--- src/rtl/gray_ptr_counter.sv ---
// gray_ptr_counter
//   Registered binary/Gray pointer counter for CDC FIFO pointers. The Gray copy
//   is its own flop bank loaded from the next-state value, so it can be
//   synchronised into another clock domain without decode glitches.
// Parameters
//   WIDTH    counter / Gray width in bits (>=2)
//   SATURATE 0: wrap modulo 2**WIDTH, 1: saturate at MAXCNT
//   MAXCNT   terminal count when SATURATE=1 (<= 2**WIDTH-1)
// Ports
//   clk        rising-edge clock
//   reset_n    asynchronous active-low reset
//   inc        advance count by one
//   clr        synchronous clear of count and ovf (highest priority)
//   load       synchronous load of load_val (clamped to TC when saturating)
//   load_val   binary value to load
//   bin_out    registered binary count
//   gray_out   registered Gray count
//   gray_next  combinational Gray of the next count (lookahead compares)
//   at_max     registered, count equals terminal count
//   ovf        registered sticky overflow flag
module gray_ptr_counter #(
   parameter int unsigned WIDTH    = 5,
   parameter bit          SATURATE = 1'b0,
   parameter int unsigned MAXCNT   = (2**WIDTH) - 1
) (
   input  logic             clk,
   input  logic             reset_n,
   input  logic             inc,
   input  logic             clr,
   input  logic             load,
   input  logic [WIDTH-1:0] load_val,
   output logic [WIDTH-1:0] bin_out,
   output logic [WIDTH-1:0] gray_out,
   output logic [WIDTH-1:0] gray_next,
   output logic             at_max,
   output logic             ovf
);

   localparam logic [WIDTH-1:0] TC         = SATURATE ? WIDTH'(MAXCNT) : {WIDTH{1'b1}};
   localparam logic             AT_MAX_RST = (TC == {WIDTH{1'b0}});

   logic [WIDTH-1:0] next_bin;
   logic             next_ovf;

   // Next count and overflow, priority clr > load > inc > hold
   always_comb begin
      next_bin = bin_out;
      next_ovf = ovf;
      if (clr) begin
         next_bin = '0;
         next_ovf = 1'b0;
      end else if (load) begin
         if (SATURATE && (load_val > TC)) begin
            next_bin = TC;
         end else begin
            next_bin = load_val;
         end
      end else if (inc) begin
         if (bin_out < TC) begin
            next_bin = bin_out + WIDTH'(1);
         end else begin
            // At terminal count: hold when saturating, otherwise wrap to zero
            next_bin = SATURATE ? TC : '0;
            next_ovf = 1'b1;
         end
      end
   end

   // Gray of the next value feeds both the lookahead output and the Gray flops
   assign gray_next = next_bin ^ (next_bin >> 1);

   // State registers
   always_ff @(posedge clk or negedge reset_n) begin
      if (!reset_n) begin
         bin_out  <= '0;
         gray_out <= '0;
         at_max   <= AT_MAX_RST;
         ovf      <= 1'b0;
      end else begin
         bin_out  <= next_bin;
         gray_out <= gray_next;
         at_max   <= (next_bin == TC);
         ovf      <= next_ovf;
      end
   end

endmodule
--- config.mk ---
export PLATFORM = sky130hd
export DESIGN_NAME = gray_ptr_counter
export DESIGN_NICKNAME = d
export VERILOG_FILES = /design/src/rtl/gray_ptr_counter.sv
export SDC_FILE = /design/constraint.sdc
export NUM_CORES = 1
export LEC_CHECK = 0
export CAP_MARGIN = 25
export CORE_MARGIN = 2
export CORE_UTILIZATION = 39
export DETAILED_ROUTE_END_ITERATION = 10
export GPL_TIMING_DRIVEN = 0
export PLACE_DENSITY = 0.73
export SLEW_MARGIN = 20
export SYNTH_ARGS = -nofsm -noshare
export SYNTH_HDL_FRONTEND = slang
export SYNTH_SLANG_ARGS = --single-unit
--- constraint.sdc ---
create_clock -name clk -period 2.13 [get_ports clk]
set_clock_uncertainty 0.05 [all_clocks]
set_input_delay 0.426 -clock clk [delete_from_list [all_inputs] [get_ports clk]]
set_output_delay 0.426 -clock clk [all_outputs]
set_load 0.02 [all_outputs]
Yosys cells after proc, flatten, opt, wreduce, memory -nomap -nowiden
Index checks and enable logic that the tools add are counted.
{ "totals": {"reg_bits": 12, "memories": 0, "romBits": 0, "latchBits": 0, "ram_bits": 0, "out_inout_bits": 17, "inputBits": 10, "word_cells": 20} }
{ "op_classes": {"mux": 8, "reduce_logical": 2, "bitwise": 1, "add_sub_neg": 1, "shifts": 0, "n_mul": 0, "eq_ne": 3, "div": 0, "order_cmp": 1} }
{ "op_table": {"columns": ["operator", "count"], "rows": [
  ["2-to-1 mux 5 bit", 4],
  ["adder 5 x 1 -> 5 bit (second input constant)", 1],
  ["== test 5 bit (second input constant)", 1],
  ["< comparator 5 bit (second input constant)", 1],
  ["bitwise XOR 5 x 4 -> 5 bit", 1],
  ["2-to-1 mux 1 bit", 4],
  ["inequality test 2 bit (second input constant)", 2],
  ["AND reduction 3 bit", 1],
  ["nonzero test 2 bit", 1]
]} }

Longest topological paths before layout
Gate-level depths: netlist (run 1).
{ "logic_depth": {"depth_word": 6, "depth_mapped": 8} }

Least setup slack after synthesis (run 1)
Ideal clock, no wire load.
{ "synth_path": {"path_type": "reg-to-output", "start": "register bin_out[0]", "end": "output gray_next[2]", "setup_slack_ps": 64, "arrival_time_ps": 1590, "stages_incl_launch_ff": 8, "path_buffers": 0, "cell_sequence": "dfrtp_1 ha_1 nand2_1 xor2_1 nor3_1 a21oi_2 nor2_1 ha_1"} }
{ "synth_via": {"elab_chain_len": 6} }
{ "synth_lines": {"columns": ["element", "line_no", "source"], "rows": [
  ["start, declared", "32", "output logic [WIDTH-1:0] bin_out,"],
  ["start signal, assigned", "80", "bin_out <= next_bin;"],
  ["adder 5 x 1 -> 5 bit / < comparator 5 bit (equally long branches)", "60, 59", null],
  ["2-to-1 mux 5 bit *", "59", "if (bin_out < TC) begin"],
  ["2-to-1 mux 5 bit *", "58", "end else if (inc) begin"],
  ["2-to-1 mux 5 bit *", "52", "end else if (load) begin"],
  ["2-to-1 mux 5 bit *", "49", "if (clr) begin"],
  ["via next_bin[2]", "42", "logic [WIDTH-1:0] next_bin;"],
  ["bitwise XOR 5 x 4 -> 5 bit *", "70", "assign gray_next = next_bin ^ (next_bin >> 1);"],
  ["end, declared", "34", "output logic [WIDTH-1:0] gray_next,"]
]} }
The timed path passes the listed nets; every way through them passes the cells marked *.

Worst setup path in the final report (run 1)
{ "layout_path": {"start": "register bin_out[0]", "end": "output gray_next[1]"} }
{ "layout_via": {"elab_chain_len": 6} }
{ "layout_lines": {"columns": ["element", "line_no"], "rows": [
  ["adder 5 x 1 -> 5 bit / < comparator 5 bit (equally long branches)", "60, 59"],
  ["2-to-1 mux 5 bit *", "59"],
  ["2-to-1 mux 5 bit *", "58"],
  ["2-to-1 mux 5 bit *", "52"],
  ["2-to-1 mux 5 bit *", "49"],
  ["bitwise XOR 5 x 4 -> 5 bit *", "70"]
]} }
Mark *: on every way between the ends. The rest lies on a longest branch, timed or not.

==> results of run 1 <==
## through the flow
step | utilization [%] | area (sq um) | setup TNS [ps] | power [mW]
2_1_floorplan | - | 605.6 | 0 | 0.3337
5_1_grt | 69.16 | 1030 | -1062 | 0.6084
3_3_place_gp | 58.82 | 875.8 | -4181 | 0.4132
4_1_cts | 64.71 | 963.4 | -522.4 | 0.5703
6_report | 69.16 | 1030 | -731.2 | 0.5789
3_5_place_dp | 58.82 | 875.8 | -4650 | 0.4148
## registers in the layout (all words and copies together) (netlist names)
| name | count |
|---|---|
| gray_out | 4 |
| bin_out | 5 |
| ovf | 1 |
| at_max | 1 |
## metal layers
metal / vias to the layer above / routed length, um
met4: 0 / 0
met2: 12 / 790
met5: - / 0
met1: 243 / 599
met3: 0 / 47
li1: 246 / -
## layout make-up
type,instances,area [sq um]
Clock inverter,1,5.005
Timing Repair Buffer,33,310.3
Multi-Input combinational cell,36,337.8
Tap cell,16,20.02
Sequential cell,11,276.5
Fill cell,109,459.2
Inverter,1,17.52
Buffer,2,40.04
Clock buffer,3,22.52
## logic make-up (layout without fill, tap and decap cells)
kind of cell    Yosys count  count (layout)  synth area share (%)
compound gates            8               8                 10.74
xor+xnor                  4               4                 5.786
fa+ha+maj                 3               3                 6.199
buf+inv                   4              40                 10.74
flops                    11              11                 45.45
mux                       3               3                 6.612
simple gates             18              18                 14.46
## report_power, final
| part | switching (mW) | internal (mW) |
|---|---|---|
| Sequential | 0.0125 | 0.224 |
| Combinational | 0.0947 | 0.108 |
| Clock | 0.0707 | 0.0693 |
| Total | 0.178 | 0.401 |
## worst register-to-register path: cells and delay by family, from the launching register on
kind | cells | cell delay, ps
flops | 1 | 440
simple gates | 2 | 240
buf+inv | 3 | 360
fa+ha+maj | 1 | 190
compound gates | 3 | 390
## how the worst max path moves through the flow
stage	start	endpoint	slack (ps)	depth (start not counted)
after floorplan	bin_out[0]	gray_next[2]	60	7
after global placement	inc	gray_next[2]	-950	8
after detailed placement	inc	gray_next[2]	-1030	8
after CTS	bin_out[0]	gray_next[2]	-240	8
after global routing	bin_out[1]	gray_next[1]	-310	8
final	bin_out[0]	gray_next[1]	-240	8
## cells in the final DEF (no fill, tap or decap)
cell type	n
o21ai_2	1
mux2i_2	1
dfrtp_2	1
a21oi_4	2
mux2_4	2
buf_6	4
buf_4	9
clkdlybuf4s15_2	1
nand2_1	4
and3_1	1
xor2_2	1
nand2_4	2
ha_1	1
o22ai_2	1
clkbuf_4	3
nor2_1	4
nor2_2	3
clkinv_2	1
ha_4	2
nor3_2	1
buf_2	1
a21oi_1	1
dfrtp_1	10
nand4_1	2
nand3_1	1
bufbuf_16	1
a21oi_2	2
xor2_1	1
dlygate4sd2_1	1
xnor2_1	2
clkdlybuf4s50_1	18
bufinv_8	1
o21a_1	1
## timing repair
item | CTS | global route
setup buffers | 4 | 5
pin swaps | 4 | 6
hold endpoints to repair | 0 | 0
gates resized for setup | 37 | 10
setup endpoints to repair | 5 | 5
==> results.md, run 1 <==
* GRT Overall Usage at 16.38%
* Gpl congestion at 0.7165
* Ratio of cells with drive above 1 in the final layout at 45.98%
* Worst-path clk slew at 70 ps
* Final setup vio count at 4
* Met2 Usage GRT at 30.45%
* Outcome: finished, violations left
* Met1 usage at 19.03%
* Class of the worst hold path: in -> async
* Post-route clock period utilization at 111.2%
* Clk_lat worst skew at 260 ps
* Synthesized area at 605.6 sq um
* Initial antenna violation count at 0
* Max-Cap Viols at 0
* FP Rows at 14
* Rel. slew slack at 68.41%
* Register area share after synthesis at 45.45%
* Syn avg cell area at 11.87 sq um
* Lkg Pwr at 0.4732 nW
* R2R Path End: at_max
* Max Slew Vio Count at 0
* DR iter-0 viols at 3
* R2R depth at 9
* PD cells at 562.2 mW/mm^2
* DPL Wire Length at 963.9 um
* Most common cell in the synthesized netlist: dfrtp_1
* Worst-path fanout max at 3
* Yosys Warn Count at 0
* Global-route wire length before repair at 2283 um
* Vias in the first global route at 539
* Placed cells at 92
* CTS tree: yes
* Clk root buf: clkbuf_4
* Synth area leaders: dfrtp_1, ha_1, bufbuf_16
* TritonCTS buffer count at 3
* Minimum clock period at 2370 ps
* EDFF count, synth at 0
* Overflow after GRT at 0
* Post-route DRC violation count at 0
* Drt total wl at 1438 um
* Cts hold-fix bufs at 0
* Critical path type: reg -> out
* Clock tree buffer depth at 2
* Hold Fails Final Rpt at 0
* Synth Flop Type: dfrtp_1
* Cell count after synthesis at 51
* GRT busiest layer: met2
* Syn Nets at 64
* WL per Instance at 13.96 um
* ANT cells at 0
* Fraction of registers with async set/reset at 100.0%
* Cell taking the most area after synthesis: dfrtp_1
* PortBufs at 25
* WP buf/inv at 2
* CP required at 1650 ps
* Worst vdd ir at 0.4889 mV
* RR Startpoint: bin_out[0]
* Crit. End Element: output pin
* Initial Util at 40.67%
* Layout Nets at 101
* Flop2flop setup slack at 350 ps
* Via density at 4.864
* Area Growth Syn to Fin at 70.04%
* CP max stage delay at 440 ps
* Top cell type's share of synthesized area at 45.45%
* Io pins at 27
* Worst-Margin Slew at 472.4 ps
* Drt first pass iters at 2
* F_max at 422.0 MHz
* Pin count of the biggest net entering global routing at 12
* RSZ-0062 raised after global routing: true
* Flops & latches, synth at 11
* CP top delay family: flip-flops
* Worst setup SP type: register
* Top post-synthesis cells by count: dfrtp_1, nor2_1, nand2_1
* Crit-path cells: ha_4, nand2_4, xor2_2, nor3_2, a21oi_2, buf_4, mux2_4, buf_6
* Failing checks: setup timing
* Min Hold Slack at 433.2 ps
* Setup ws final at -239.6 ps
* Grt met3 use at 2.500%
* Distinct cells, synth at 23
* Die H at 43.41 um
* Final ANT Viol Nets at 0
* Slowest cell on crit path: dfrtp_1
* Number of clock sinks at 11
* DIE AREA at 0.001884 sq mm
* Core Box Area at 0.001489 sq mm
* DIE WIDTH at 43.41 um
* CTS H-Tree Depth at 1
* WP data arrival at 1890 ps
* Non-Filler Instances at 103
* Placement Setup Slack at -1027 ps
* Vias at 501
No activity file was read; power rests on OpenSTA's default activity.
==> run 2, diff against run 1 <==
--- a/config.mk
+++ b/config.mk
@@ -8,10 +8,10 @@
 export CAP_MARGIN = 25
 export CORE_MARGIN = 2
 export CORE_UTILIZATION = 39
+export CTS_CLUSTER_SIZE = 20
 export DETAILED_ROUTE_END_ITERATION = 10
 export GPL_TIMING_DRIVEN = 0
 export PLACE_DENSITY = 0.73
-export SLEW_MARGIN = 20
 export SYNTH_ARGS = -nofsm -noshare
 export SYNTH_HDL_FRONTEND = slang
 export SYNTH_SLANG_ARGS = --single-unit
==> results of run 2 <==
Final layout, timing and power as in run 1 (identical DEF).
